File: config.mk
export PLATFORM = sky130hd
export DESIGN_NAME = demux3_bank_flat
export DESIGN_NICKNAME = d
export VERILOG_FILES = /design/src/rtl/demux3_pkg.sv /design/src/rtl/demux3_bank_if.sv /design/src/rtl/decoder3to8.sv /design/src/rtl/demux3_bank.sv /design/src/flat_wrapper.sv
export SDC_FILE = /design/constraint.sdc
export NUM_CORES = 1
export LEC_CHECK = 0
export BUFFER_PORTS_ARGS = -buffer_cell sky130_fd_sc_hd__buf_2
export CORE_AREA = 4 4 116 118
export CTS_CLUSTER_SIZE = 24
export DETAILED_ROUTE_END_ITERATION = 6
export DIE_AREA = 0 0 120 122
export PLACE_DENSITY = 0.75
export SYNTH_ARGS = -nofsm -noshare
export SYNTH_HDL_FRONTEND = slang
export SYNTH_HIERARCHICAL = 1
export SYNTH_SLANG_ARGS = --single-unit
File: constraint.sdc
create_clock -name clk -period 2.1 [get_ports clk]
set_input_delay 0.105 -clock clk [delete_from_list [all_inputs] [get_ports clk]]
set_output_delay 0.105 -clock clk [all_outputs]
set_load 0.02 [all_outputs]
File: src/rtl/demux3_pkg.sv
// rtl/demux3_pkg.sv - shared width default, state encoding and last bank index
package demux3_pkg;

    localparam int DEFAULT_WIDTH = 16;
    localparam logic [2:0] LAST_IDX = 3'd7;

    typedef enum logic {
        IDLE  = 1'b0,
        CLEAR = 1'b1
    } state_t;

endpackage

File: src/rtl/demux3_bank_if.sv
// rtl/demux3_bank_if.sv - write/clear request and stored-word bundle of the bank
interface demux3_bank_if
    import demux3_pkg::*;
#(
    parameter int WIDTH = DEFAULT_WIDTH
);
    logic [WIDTH-1:0] in;
    logic [2:0]       control;
    logic             wr_en;
    logic             clr;
    logic [WIDTH-1:0] o0, o1, o2, o3, o4, o5, o6, o7;
    logic [7:0]       valid;
    logic             busy;
    logic             wr_ack;

    modport master (
        output in, control, wr_en, clr,
        input  o0, o1, o2, o3, o4, o5, o6, o7, valid, busy, wr_ack
    );

    modport slave (
        input  in, control, wr_en, clr,
        output o0, o1, o2, o3, o4, o5, o6, o7, valid, busy, wr_ack
    );
endinterface

File: src/rtl/decoder3to8.sv
// rtl/decoder3to8.sv - gated 3-to-8 one-hot write-enable decoder
module decoder3to8 (
    input  logic [2:0] sel,
    input  logic       en,
    output logic [7:0] onehot
);
    always_comb begin
        onehot = 8'h00;
        if (en) begin
            onehot[sel] = 1'b1;
        end
    end
endmodule

File: src/rtl/demux3_bank.sv
// rtl/demux3_bank.sv - eight-entry register bank with indexed writes and sequential clear
module demux3_bank
    import demux3_pkg::*;
#(
    parameter int             WIDTH     = DEFAULT_WIDTH,
    parameter logic [WIDTH-1:0] CLR_VALUE = '0
) (
    input  logic         clk,
    input  logic         rst_n,
    demux3_bank_if.slave bus
);
    state_t           state, state_nxt;
    logic [2:0]       cnt, cnt_nxt;
    logic             accept;
    logic             dec_en;
    logic [2:0]       sel;
    logic [7:0]       we;
    logic [WIDTH-1:0] wdata;
    logic [WIDTH-1:0] word [8];
    logic [7:0]       valid_q;
    logic             ack_q;

    // clr has priority over wr_en in IDLE; both are ignored while clearing
    always_comb begin
        state_nxt = state;
        cnt_nxt   = cnt;
        accept    = 1'b0;
        case (state)
            IDLE: begin
                if (bus.clr) begin
                    state_nxt = CLEAR;
                    cnt_nxt   = 3'd0;
                end else if (bus.wr_en) begin
                    accept = 1'b1;
                end
            end
            CLEAR: begin
                if (cnt == LAST_IDX) begin
                    state_nxt = IDLE;
                    cnt_nxt   = 3'd0;
                end else begin
                    cnt_nxt = cnt + 3'd1;
                end
            end
            default: state_nxt = IDLE;
        endcase
    end

    assign sel    = (state == CLEAR) ? cnt : bus.control;
    assign dec_en = (state == CLEAR) || accept;
    assign wdata  = (state == CLEAR) ? CLR_VALUE : bus.in;

    decoder3to8 u_dec (
        .sel    (sel),
        .en     (dec_en),
        .onehot (we)
    );

    always_ff @(posedge clk or negedge rst_n) begin
        if (!rst_n) begin
            state   <= IDLE;
            cnt     <= 3'd0;
            ack_q   <= 1'b0;
            valid_q <= 8'h00;
            for (int k = 0; k < 8; k++) begin
                word[k] <= '0;
            end
        end else begin
            state <= state_nxt;
            cnt   <= cnt_nxt;
            ack_q <= accept;
            for (int k = 0; k < 8; k++) begin
                if (we[k]) begin
                    word[k]    <= wdata;
                    valid_q[k] <= (state == IDLE);
                end
            end
        end
    end

    assign bus.o0     = word[0];
    assign bus.o1     = word[1];
    assign bus.o2     = word[2];
    assign bus.o3     = word[3];
    assign bus.o4     = word[4];
    assign bus.o5     = word[5];
    assign bus.o6     = word[6];
    assign bus.o7     = word[7];
    assign bus.valid  = valid_q;
    assign bus.busy   = (state == CLEAR);
    assign bus.wr_ack = ack_q;
endmodule

File: src/flat_wrapper.sv
// flat-port wrapper written by rule: the top's interface ports become plain ports
module demux3_bank_flat import demux3_pkg::*;
#(
    parameter int             WIDTH     = DEFAULT_WIDTH,
    parameter logic [WIDTH-1:0] CLR_VALUE = '0
)
  (clk, rst_n, bus_in, bus_control, bus_wr_en, bus_clr, bus_o0, bus_o1, bus_o2, bus_o3, bus_o4, bus_o5, bus_o6, bus_o7, bus_valid, bus_busy, bus_wr_ack);
  demux3_bank_if #(.WIDTH(WIDTH)) bus_i ();
  input  logic clk;
  input  logic rst_n;
  input wire logic [$bits(bus_i.in)-1:0] bus_in;
  input wire logic [$bits(bus_i.control)-1:0] bus_control;
  input wire logic [$bits(bus_i.wr_en)-1:0] bus_wr_en;
  input wire logic [$bits(bus_i.clr)-1:0] bus_clr;
  output wire logic [$bits(bus_i.o0)-1:0] bus_o0;
  output wire logic [$bits(bus_i.o1)-1:0] bus_o1;
  output wire logic [$bits(bus_i.o2)-1:0] bus_o2;
  output wire logic [$bits(bus_i.o3)-1:0] bus_o3;
  output wire logic [$bits(bus_i.o4)-1:0] bus_o4;
  output wire logic [$bits(bus_i.o5)-1:0] bus_o5;
  output wire logic [$bits(bus_i.o6)-1:0] bus_o6;
  output wire logic [$bits(bus_i.o7)-1:0] bus_o7;
  output wire logic [$bits(bus_i.valid)-1:0] bus_valid;
  output wire logic [$bits(bus_i.busy)-1:0] bus_busy;
  output wire logic [$bits(bus_i.wr_ack)-1:0] bus_wr_ack;
  assign bus_i.in = bus_in;
  assign bus_i.control = bus_control;
  assign bus_i.wr_en = bus_wr_en;
  assign bus_i.clr = bus_clr;
  assign bus_o0 = bus_i.o0;
  assign bus_o1 = bus_i.o1;
  assign bus_o2 = bus_i.o2;
  assign bus_o3 = bus_i.o3;
  assign bus_o4 = bus_i.o4;
  assign bus_o5 = bus_i.o5;
  assign bus_o6 = bus_i.o6;
  assign bus_o7 = bus_i.o7;
  assign bus_valid = bus_i.valid;
  assign bus_busy = bus_i.busy;
  assign bus_wr_ack = bus_i.wr_ack;
  demux3_bank #(.WIDTH(WIDTH), .CLR_VALUE(CLR_VALUE)) u_core (.clk(clk), .rst_n(rst_n), .bus(bus_i));
endmodule
Word-level counts from Yosys, hierarchy flattened
Cells that the tools add are included.

storage, ports and cells
  bits in registers = 141
  logic and storage cells = 41

cells by class
  add/subtract/negate cells = 1
  $lt $le $gt $ge = 2
  eq/ne operators = 2
  muxes and demuxes = 14
  bitwise logic cells = 1
  reduce and logical (&&, ||, !) cells = 2

operators with widths
  kind                                                                                 number
  16-bit two-way mux                                                                   1
  3-bit two-way mux                                                                    3
  8-bit two-way mux                                                                    1
  1-bit two-way mux                                                                    6
  3-bit one-hot mux with 2 select lines                                                1
  3-bit by 4-bit less-than comparator with 1-bit output, second input constant         1
  3-bit by 1-bit adder with 3-bit output, second input constant                        1
  1-bit demux with 3-bit select                                                        1
  3-bit equality test, second input constant                                           1
  3-bit by 1-bit greater-or-equal comparator with 1-bit output, second input constant  1
  2-bit inequality test, second input constant                                         1
  1-bit one-hot mux with 2 select lines                                                1
  1-bit logical AND                                                                    1
  1-bit logical OR                                                                     1
  1-bit NOT                                                                            1

Longest topological paths before layout
Gate-level depths: netlist of the first run.

  word-level depth = 6
  gate-level depth with buffers = 7
  gate-level depth less buffers = 4

By module
The synthesis of the first run kept the hierarchy.

modules (own cells, without submodules)
  module       times used  cells each  area an instance (sq um)  sequential area each (sq um)
  demux3_bank  1           339         5614.1                    3528.4
  decoder3to8  1           8           95.1                      0.0

Worst setup path after synthesis of the first run
No wires, ideal clock.

  path type = reg2reg
  start point = register u_core.state, in the netlist u_core/bus.busy
  end point = register u_core.word, in the netlist u_core/bus.o0[11]
  arrival time = 2111 ps
  path slack = -135 ps
  stages on the path, launching flop included = 8
  path through = dfrtp_1 buf_6 buf_4 mux2_2 nor4b_2 buf_2 buf_6 mux2_2

between the ends
  word-level cells in the longest chain between the ends = 6
  elaborated cells on any way between the ends = 10
  classes of those cells = 2 x order compare; 6 x mux; 2 x reduce/logical

RTL lines
  element                                                                                                                                                             RTL line           source
  from (decl)                                                                                                                                                         demux3_bank.sv:12  state_t state, state_nxt;
  from (signal assigned)                                                                                                                                              demux3_bank.sv:69  state <= state_nxt;
  3-bit two-way mux *                                                                                                                                                 demux3_bank.sv:49  assign sel = (state == CLEAR) ? cnt : bus.control;
  named net u_core.sel[0]                                                                                                                                             demux3_bank.sv:16  logic [2:0] sel;
  3-bit by 4-bit less-than comparator with 1-bit output (implied by the code) / 3-bit by 1-bit greater-or-equal comparator with 1-bit output (equally long branches)  decoder3to8.sv:10  onehot[sel] = 1'b1;
  1-bit logical AND (implied by the code)                                                                                                                             decoder3to8.sv:10
  1-bit two-way mux (implied by the code)                                                                                                                             decoder3to8.sv:10
  1-bit demux with 3-bit select *                                                                                                                                     decoder3to8.sv:10
  8-bit two-way mux *                                                                                                                                                 decoder3to8.sv:9   if (en) begin
  named net u_core.we[0]                                                                                                                                              demux3_bank.sv:17  logic [7:0] we;
  to (signal, indexed assignment)                                                                                                                                     demux3_bank.sv:74  word[k] <= wdata;
  to (decl)                                                                                                                                                           demux3_bank.sv:19  logic [WIDTH-1:0] word [8];

The timed path passes the listed nets; every way through them passes the cells marked *.
A chain may end at the register's enable or synchronous reset.

Final worst setup path of the first run
  start point = register u_core.state, in the netlist u_core/bus.busy
  end point = register u_core.word, in the netlist u_core/bus.o0[14]

Same word-level chain as after synthesis.

==> results of run 1 <==
-- per-layer routing --
layer | wire length, µm | global-route usage (%) | vias to the layer above
met2 | 6390 | 30.5 | 132
met3 | 1040 | 8.22 | 21
met5 | 21 | 0 | -
li1 | - | - | 1588
met4 | 164 | 5.30 | 4
met1 | 6000 | 25.0 | 1814
-- layout make-up --
cell class | instances | area share, %
multi-input combinational | 177 | 26.9
clock buffer | 19 | 6.00
antenna | 1 | 0.0339
timing repair buffer | 184 | 13.6
clock inverter | 13 | 2.22
tap | 172 | 2.92
sequential | 141 | 47.8
inverter | 9 | 0.458
-- state kept, by name, summed over array words and instances, names as in the netlist --
register / cells
u_core/bus.o4: 16
u_core/bus.valid: 8
u_core/bus.wr_ack: 1
u_core/bus.o3: 16
u_core/bus.o5: 16
u_core/bus.o2: 16
u_core/bus.o6: 16
u_core/bus.o7: 16
u_core/cnt: 3
u_core/bus.busy: 1
u_core/bus.o0: 16
u_core/bus.o1: 16
-- kinds of logic (layout without fill, tap and decap cells) --
kind of cell               count (synthesis)  in the layout  synth area share, %
buffers and inverters                     29            225                 3.73
and+or+nand+nor                           32             32                 5.33
DFF                                      141            141                 61.8
AOI/OAI and AO/OA                          3              3                0.373
muxes                                    140            140                 28.3
adders and majority gates                  2              2                0.438
other                                      0              1                    0
-- metrics by stage --
stage / area (µm²) / power (mW) / utilization (%)
after floorplan: 5740 / 7.88 / -
after global placement: 6740 / 9.40 / 54.1
after detailed placement: 6740 / 9.57 / 54.1
after CTS: 7380 / 12.7 / 59.2
after global routing: 7380 / 13.2 / 59.2
final: 7380 / 12.5 / 59.2
-- repair_timing --
action / 4_1_cts / 5_1_grt
hold endpoints to repair: 106 / 0
hold buffers: 3 / 0
setup buffers: 0 / 0
setup endpoints to repair: 0 / 0
-- power groups by stage --
stage	sequential, mW	combinational (mW)	clock, mW
final	4.20	5.28	3.04
after global routing	4.33	5.62	3.25
after CTS	4.21	5.33	3.11
after detailed placement	4.24	5.33	0
after global placement	4.19	5.21	0
after floorplan	5.26	2.62	0
-- layout by cell type (no fill, tap or decap), types with 3 or more instances in the layout --
cell and n:
buf_2 159, buf_4 20, bufinv_16 3, clkbuf_16 17, clkinv_2 3, dfrtp_1 140
dlygate4sd3_1 3, inv_1 9, inv_6 3, mux2_1 4, mux2_2 111, mux2_4 16
mux2i_1 9, nand2b_1 3, nor2_1 3, nor2b_1 7, nor2b_4 9
-- path summary, 6_finish.rpt --
kind / start / end / cells past startpoint
setup reg to reg: u_core/bus.busy / u_core/bus.o0[14] / 4
hold reg to reg: u_core/bus.o6[14] / u_core/bus.o6[14] / 1
min in group clk: bus_in[5] / u_core/bus.o4[5] / 3
setup / recovery: u_core/bus.busy / u_core/bus.o0[14] / 4
max in group asynchronous: rst_n / u_core/bus.valid[2] / 3
hold / removal: rst_n / u_core/bus.o4[8] / 2
-- worst max-delay path, stage by stage (launching register included) --
cell and delay, ns:
dfrtp_2 0.45, mux2_4 0.36, nor4b_4 0.30, buf_4 0.28
mux2_1 0.36
==> flow_summary.toml, run 1 <==
[sta]
fin_crit_ns = 1.86
finalClockSkew_ns = 0.00779
setup-tns-final_ns = 0
finalMaxSlewViolations = 0
rsz0062_at_grt = "false"
max_slew_margin_pct = 53.8
finalHoldViolCount = 0
tightest_slew_ns = 0.691
worst_slack_ns = 0.239
max_freq_mhz = 537
hold_ws_ns = 0.158
setup_violations = 0
fin_crit_sh_pct = 88.6

[global_route]
grt_pass1_vias = 3761
antenna_found_initial = 3
grt-ovfl-total = 0
grt_max_degree = 69
grt_use_total_pct = 19.4
grt_pass1_wl_um = 21400

[synth]
synth_common_cells = "dfrtp_1 (141), mux2_2 (113), mux2_4 (14)"
ys.flop_type = "dfrtp_1"
synth_top_area_share_pct = 61.8
yosys_warnings = 6
syn_area_mm2 = 0.00571
ys_ff_latch = 141
syn_area_per_cell_um2 = 16.5
ys_types = 26
synth_edf_count = 0
async_flop_share_pct = 100
post-synth-top-count-cell = "dfrtp_1"
seq_area_frac_synth_pct = 61.8
synth.area.top_cells = "dfrtp_1 (62%), mux2_2 (22%), mux2_4 (3.7%), nor2b_4 (2.2%), buf_6 (1.8%)"
yosys.area.top_type = "dfrtp_1"
syn-instance-count = 347
synth_nets = 372

[worst_setup_path]
crit_required_ns = 2.39
path_class = "reg2reg"
critPathMaxFanout = 10
crit_path_start_kind = "flop"
worstPathArrival_ns = 2.15
r2r_slack_ns = 0.24
critPathCaptureType = "flop"

[pwr]
switching_share_pct = 37.5
p_leak_nw = 4.08
p_switching_mw = 4.70
seq_power_share_pct = 33.5
power_frac_comb_pct = 42.2
p_clk_share_pct = 24.3
ir_drop_uv = 758
intPower_mw = 7.83
p_per_area_mw_per_mm2 = 1700

[floorplanning]
start_util_pct = 45.8
fp.dieW_um = 120
rows = 41
fp.coreArea_mm2 = 0.0125
io_pins = 161
die_area_mm2 = 0.0146
fp.dieH_um = 122

[drt]
drt-total-wl_um = 13600
routedWlPerCell_um = 19.0
vias_per_cell = 4.97
routed-via-count = 3559
drtIter0Drc = 145
drc = 0
antenna_left = 0
dr.pass1.iters = 4

[cts]
clkLatencyLatePin_ns = 0.41
cts_root_buf = "clkbuf_16"
post_cts_resized = 0
clk_pin_slew_ns = 0.06
tritoncts = "done"
clkSinkCount = 141
cts_buffers = 17
clockBufferDepth = 2
htreeDepth = 4

[finish]
n_fill_cell = 983
syn2layout_area_growth_pct = 29.3
fin_cells = 716
nets = 555
regArea_mm2 = 0.00353
drive_above_1_share_pct = 65.2
multi_input_area_mm2 = 0.00198

[min_path]
hp-class = "in2async"

[place]
preCtsSetupSlack_ns = 0.242
placedCellCount = 680
io_buffers = 160
hpwlAfterDp_um = 9630
gp_congestion = 0.803

[flow_run]
cap_viol_max_count = 0

[run_status]
status = "finished, final reports clean"
Power figures use the tool's default switching activity.
==> run 2, diff against run 1 <==
- CORE_AREA: 4 4 116 118 -> 2 2 114 116
- DIE_AREA: 0 0 120 122 -> 0 0 116 118
==> flow_summary.toml, run 2 (synthesis gave the netlist of run 1 again) <==
[drt]
vias_per_cell = 5.03
drt-total-wl_um = 13600
antenna_left = 0
dr.pass1.iters = 4
drc = 0
drtIter0Drc = 223
routedWlPerCell_um = 19.0
routed-via-count = 3593

[finish]
final_cell_mix = "buf_2 (159), dfrtp_1 (140), mux2_2 (111)"
finalInstanceArea_mm2 = 0.00739
drive_above_1_share_pct = 65.3
final_common_cell = "buf_2"
fin_cells = 715
syn2layout_area_growth_pct = 29.5
nets = 554

[cts]
cts_setup_buffers = 0
clockBufferDepth = 2
clkLatencyLatePin_ns = 0.42
tritoncts = "done"
htreeDepth = 4
clk_pin_slew_ns = 0.06
cts_buffers = 17
cts_root_buf = "clkbuf_16"
clkSinkCount = 141

[worst_setup_path]
startpoint = "u_core/bus.busy"
crit_required_ns = 2.39
critPathMaxFanout = 13
r2r_slack_ns = 0.13
crit_path_start_kind = "flop"
path_class = "reg2reg"
endpoint = "u_core/bus.o1[5]"
worstPathArrival_ns = 2.27
reg2reg_to = "u_core/bus.o1[5]"
critPathCaptureType = "flop"
reg2reg_depth = 4
reg2reg_from = "u_core/bus.busy"

[global_route]
grt_pass1_vias = 3837
grt_max_degree = 56
grt_pass1_wl_um = 21700
grt-ovfl-total = 0
antenna_found_initial = 2
grt_use_total_pct = 21.2

[pwr]
p_switching_mw = 4.71
ir_drop_uv = 892
intPower_mw = 7.86
switching_share_pct = 37.5
p_per_area_mw_per_mm2 = 1700
seq_power_share_pct = 33.4
p_clk_share_pct = 24.4
p_leak_nw = 4.06
power_frac_comb_pct = 42.2

[sta]
max_freq_mhz = 507
worst_slack_ns = 0.129
hold_ws_ns = 0.209
setup-tns-final_ns = 0
max_slew_margin_pct = 53.1
fin_crit_ns = 1.97
fin_crit_sh_pct = 93.9
tightest_slew_ns = 0.702
finalHoldViolCount = 0
finalMaxSlewViolations = 0
setup_violations = 0
finalClockSkew_ns = 0.0103
rsz0062_at_grt = "false"

[min_path]
hp-class = "in2async"

[floorplanning]
fp.dieW_um = 116
io_pins = 161
start_util_pct = 46.0
rows = 41
fp.coreArea_mm2 = 0.0124
die_area_mm2 = 0.0137
fp.dieH_um = 118

[flow_run]
cap_viol_max_count = 0

[place]
preCtsSetupSlack_ns = 0.153
placedCellCount = 679
io_buffers = 160
hpwlAfterDp_um = 9520
postPlaceCellArea_mm2 = 0.00675
gp_congestion = 0.772

[run_status]
status = "finished, final reports clean"
-- run 2: per-layer routing --
| layer | track usage [%] | up-vias | wire, µm |
|---|---|---|---|
| met1 | 26.8 | 1850 | 5900 |
| met2 | 33.7 | 146 | 6460 |
| met4 | 5.80 | 2 | 199 |
| met3 | 8.75 | 19 | 1020 |
| met5 | 0 | - | 7 |
| li1 | - | 1576 | - |
-- run 2: how the worst min path moves through the flow --
stage / startpoint / end / slack [ns]
global placement: rst_n / u_core/bus.o6[9] / 0.09
detailed placement: rst_n / u_core/bus.o6[7] / 0.1
global route: bus_in[10] / u_core/bus.o0[10] / 0.21
CTS: bus_in[10] / u_core/bus.o0[10] / 0.18
floorplan: rst_n / u_core/bus.busy / -0.19
finish: rst_n / u_core/bus.o6[9] / 0.21
-- run 2: timing repair --
action	CTS	global route
hold endpoints to repair	55	0
hold buffers	3	0
resized for setup	0	0
-- run 2: final cells by class --
cell class                      instances  area, µm²
Tap cell                              172        215
Clock inverter                         13        163
Clock buffer                           19        453
Sequential cell                       141       3530
Antenna cell                            1       2.50
Multi-Input combinational cell        177       1980
Timing Repair Buffer                  183       1010
Inverter                                9       33.8
Fill cell                             998       5020
-- run 2: critical path, cell delays in order, from the launching register on --
cell	delay, ns
dfrtp_2	0.47
mux2_2	0.44
and4bb_1	0.31
buf_4	0.25
mux2_2	0.37
-- run 2: power by group through the flow --
stage               clock network [mW]  registers, mW  logic [mW]
floorplan                            0           5.26        2.62
global route                      3.27           4.31        5.68
detailed placement                   0           4.23        5.35
finish                            3.07           4.20        5.31
CTS                               3.13           4.20        5.37
global placement                     0           4.17        5.21
-- run 2: metrics by stage --
step                      util [%]  power, mW
after CTS                     59.5       12.7
final                         59.6       12.6
after global placement        54.3       9.38
after floorplan                  -       7.88
after global routing          59.5       13.3
after detailed placement      54.3       9.59
==> run 3, diff against run 2 <==
- CORE_AREA: 2 2 114 116 -> 2 2 159 83
- DIE_AREA: 0 0 116 118 -> 0 0 161 85
==> flow_summary.toml, run 3 (synthesis gave the netlist of run 1 again) <==
[run_status]
status = "finished, final reports clean"

[worst_setup_path]
crit_required_ns = 2.39
r2r_slack_ns = 0.18
worstPathArrival_ns = 2.22
reg2reg_from = "u_core/bus.busy"
endpoint = "u_core/bus.o0[6]"
path_class = "reg2reg"
critPathMaxFanout = 9
reg2reg_to = "u_core/bus.o0[6]"
crit_path_start_kind = "flop"
startpoint = "u_core/bus.busy"
reg2reg_depth = 4
critPathCaptureType = "flop"

[drt]
drc = 0
drtIter0Drc = 197
drt-total-wl_um = 14200
vias_per_cell = 4.99
dr.pass1.iters = 4
routedWlPerCell_um = 19.7
antenna_left = 0
routed-via-count = 3591

[finish]
n_fill_cell = 953
final_common_cell = "buf_2"
syn2layout_area_growth_pct = 29.5
final_cell_mix = "buf_2 (159), dfrtp_1 (140), mux2_2 (111)"
drive_above_1_share_pct = 65.3
multi_input_area_mm2 = 0.00198
postLayoutCoreUtil_pct = 59.9
nets = 561
regArea_mm2 = 0.00353

[pwr]
p_per_area_mw_per_mm2 = 1690
p_leak_nw = 4.09
p_clk_share_pct = 22.4
seq_power_share_pct = 33.6
power_frac_comb_pct = 43.9
ir_drop_uv = 806
p_switching_mw = 4.76
p_total_mw = 12.5
switching_share_pct = 38.2
intPower_mw = 7.70

[cts]
clockBufferDepth = 2
clkLatencyLatePin_ns = 0.41
cts_buffers = 17
clk_pin_slew_ns = 0.06
tritoncts = "done"
cts_root_buf = "clkbuf_16"
htreeDepth = 4
post_cts_resized = 0
clkSinkCount = 141

[floorplanning]
start_util_pct = 46.3
io_pins = 161
die_area_mm2 = 0.0137
fp.dieH_um = 85
fp.coreArea_mm2 = 0.0123
rows = 29
fp.dieW_um = 161

[sta]
setup-tns-final_ns = 0
fin_crit_ns = 1.92
max_slew_margin_pct = 52.4
fin_crit_sh_pct = 91.6
rsz0062_at_grt = "false"
finalMaxSlewViolations = 0
tightest_slew_ns = 0.715
finalHoldViolCount = 0
setup_violations = 0
max_freq_mhz = 520
finalClockSkew_ns = 0.0122

[min_path]
hold_depth = 3
hp-class = "in2reg"

[global_route]
grt_max_degree = 85
grt-ovfl-total = 0
grt_use_total_pct = 22.0
grt_pass1_vias = 3876
antenna_found_initial = 0
grt_pass1_wl_um = 22500

[place]
gp_congestion = 0.804
io_buffers = 160
hpwlAfterDp_um = 10200

[flow_run]
cap_viol_max_count = 0
==> run 3: changes by cell type in the layout (fill, tap and decap cells not counted), sizes merged <==
cell	change
inv	-1
clkinv	+4
bufinv	-2
clkbuf	+2
buf	+7
clkinvlp	-4
==> run 3: power by group through the flow <==
stage	Sequential [mW]	Combinational, mW	Clock [mW]
CTS	4.19	5.51	2.86
finish	4.19	5.47	2.79
global route	4.31	5.80	2.98
global placement	4.18	5.34	0
detailed placement	4.22	5.48	0
floorplan	5.26	2.62	0
==> run 3: worst min path at each step <==
stage                from           endpoint  slack (ns)
2_1_floorplan       rst_n    u_core/bus.busy       -0.19
3_3_place_gp        rst_n   u_core/bus.o5[2]        0.16
3_5_place_dp        rst_n   u_core/bus.o5[2]        0.15
4_1_cts         bus_in[7]   u_core/bus.o2[7]        0.17
5_1_grt        bus_in[11]  u_core/bus.o1[11]        0.18
6_report       bus_in[11]  u_core/bus.o1[11]        0.19
==> run 3: cell type report <==
class / count / area share, %
multi-input cells: 177 / 26.8
clock inverters: 10 / 1.24
well taps: 170 / 2.88
inverters: 9 / 0.457
diodes: 1 / 0.0339
repair buffers: 190 / 14.6
flip-flops and latches: 141 / 47.7
clock buffers: 21 / 6.23
==> run 3: through the flow <==
| step | hold slack, ns | setup slack (ns) | cell area [µm²] | instances |
|---|---|---|---|---|
| after floorplan | -0.191 | 0.0179 | 5740 | 347 |
| after global routing | 0.185 | 0.0928 | 7390 | 718 |
| after global placement | 0.158 | 0.286 | 6810 | 684 |
| final | 0.189 | 0.176 | 7390 | 719 |
| after detailed placement | 0.150 | 0.198 | 6810 | 684 |
| after CTS | 0.175 | 0.175 | 7390 | 718 |
==> run 3: critical path, cell delays in order, from the launching register on <==
cell and delay [ns]:
dfrtp_2 0.45, mux2_4 0.37, nor4b_4 0.37, buf_4 0.27
mux2_2 0.36
==> run 3: what timing repair did <==
action | 4_1_cts | 5_1_grt
setup buffers | 0 | 0
hold buffers | 3 | 0
hold endpoints to repair | 144 | 0
==> run 3: routing by layer <==
| layer | wire length [µm] | part of all wire (%) | vias to the layer above | global-route usage (%) |
|---|---|---|---|---|
| li1 | - | - | 1596 | - |
| met1 | 6830 | 48 | 1854 | 31.2 |
| met2 | 5940 | 42 | 133 | 31.1 |
| met3 | 1300 | 9.2 | 8 | 9.97 |
| met4 | 99 | 0.70 | 0 | 5.36 |
| met5 | 0 | 0 | - | 0 |
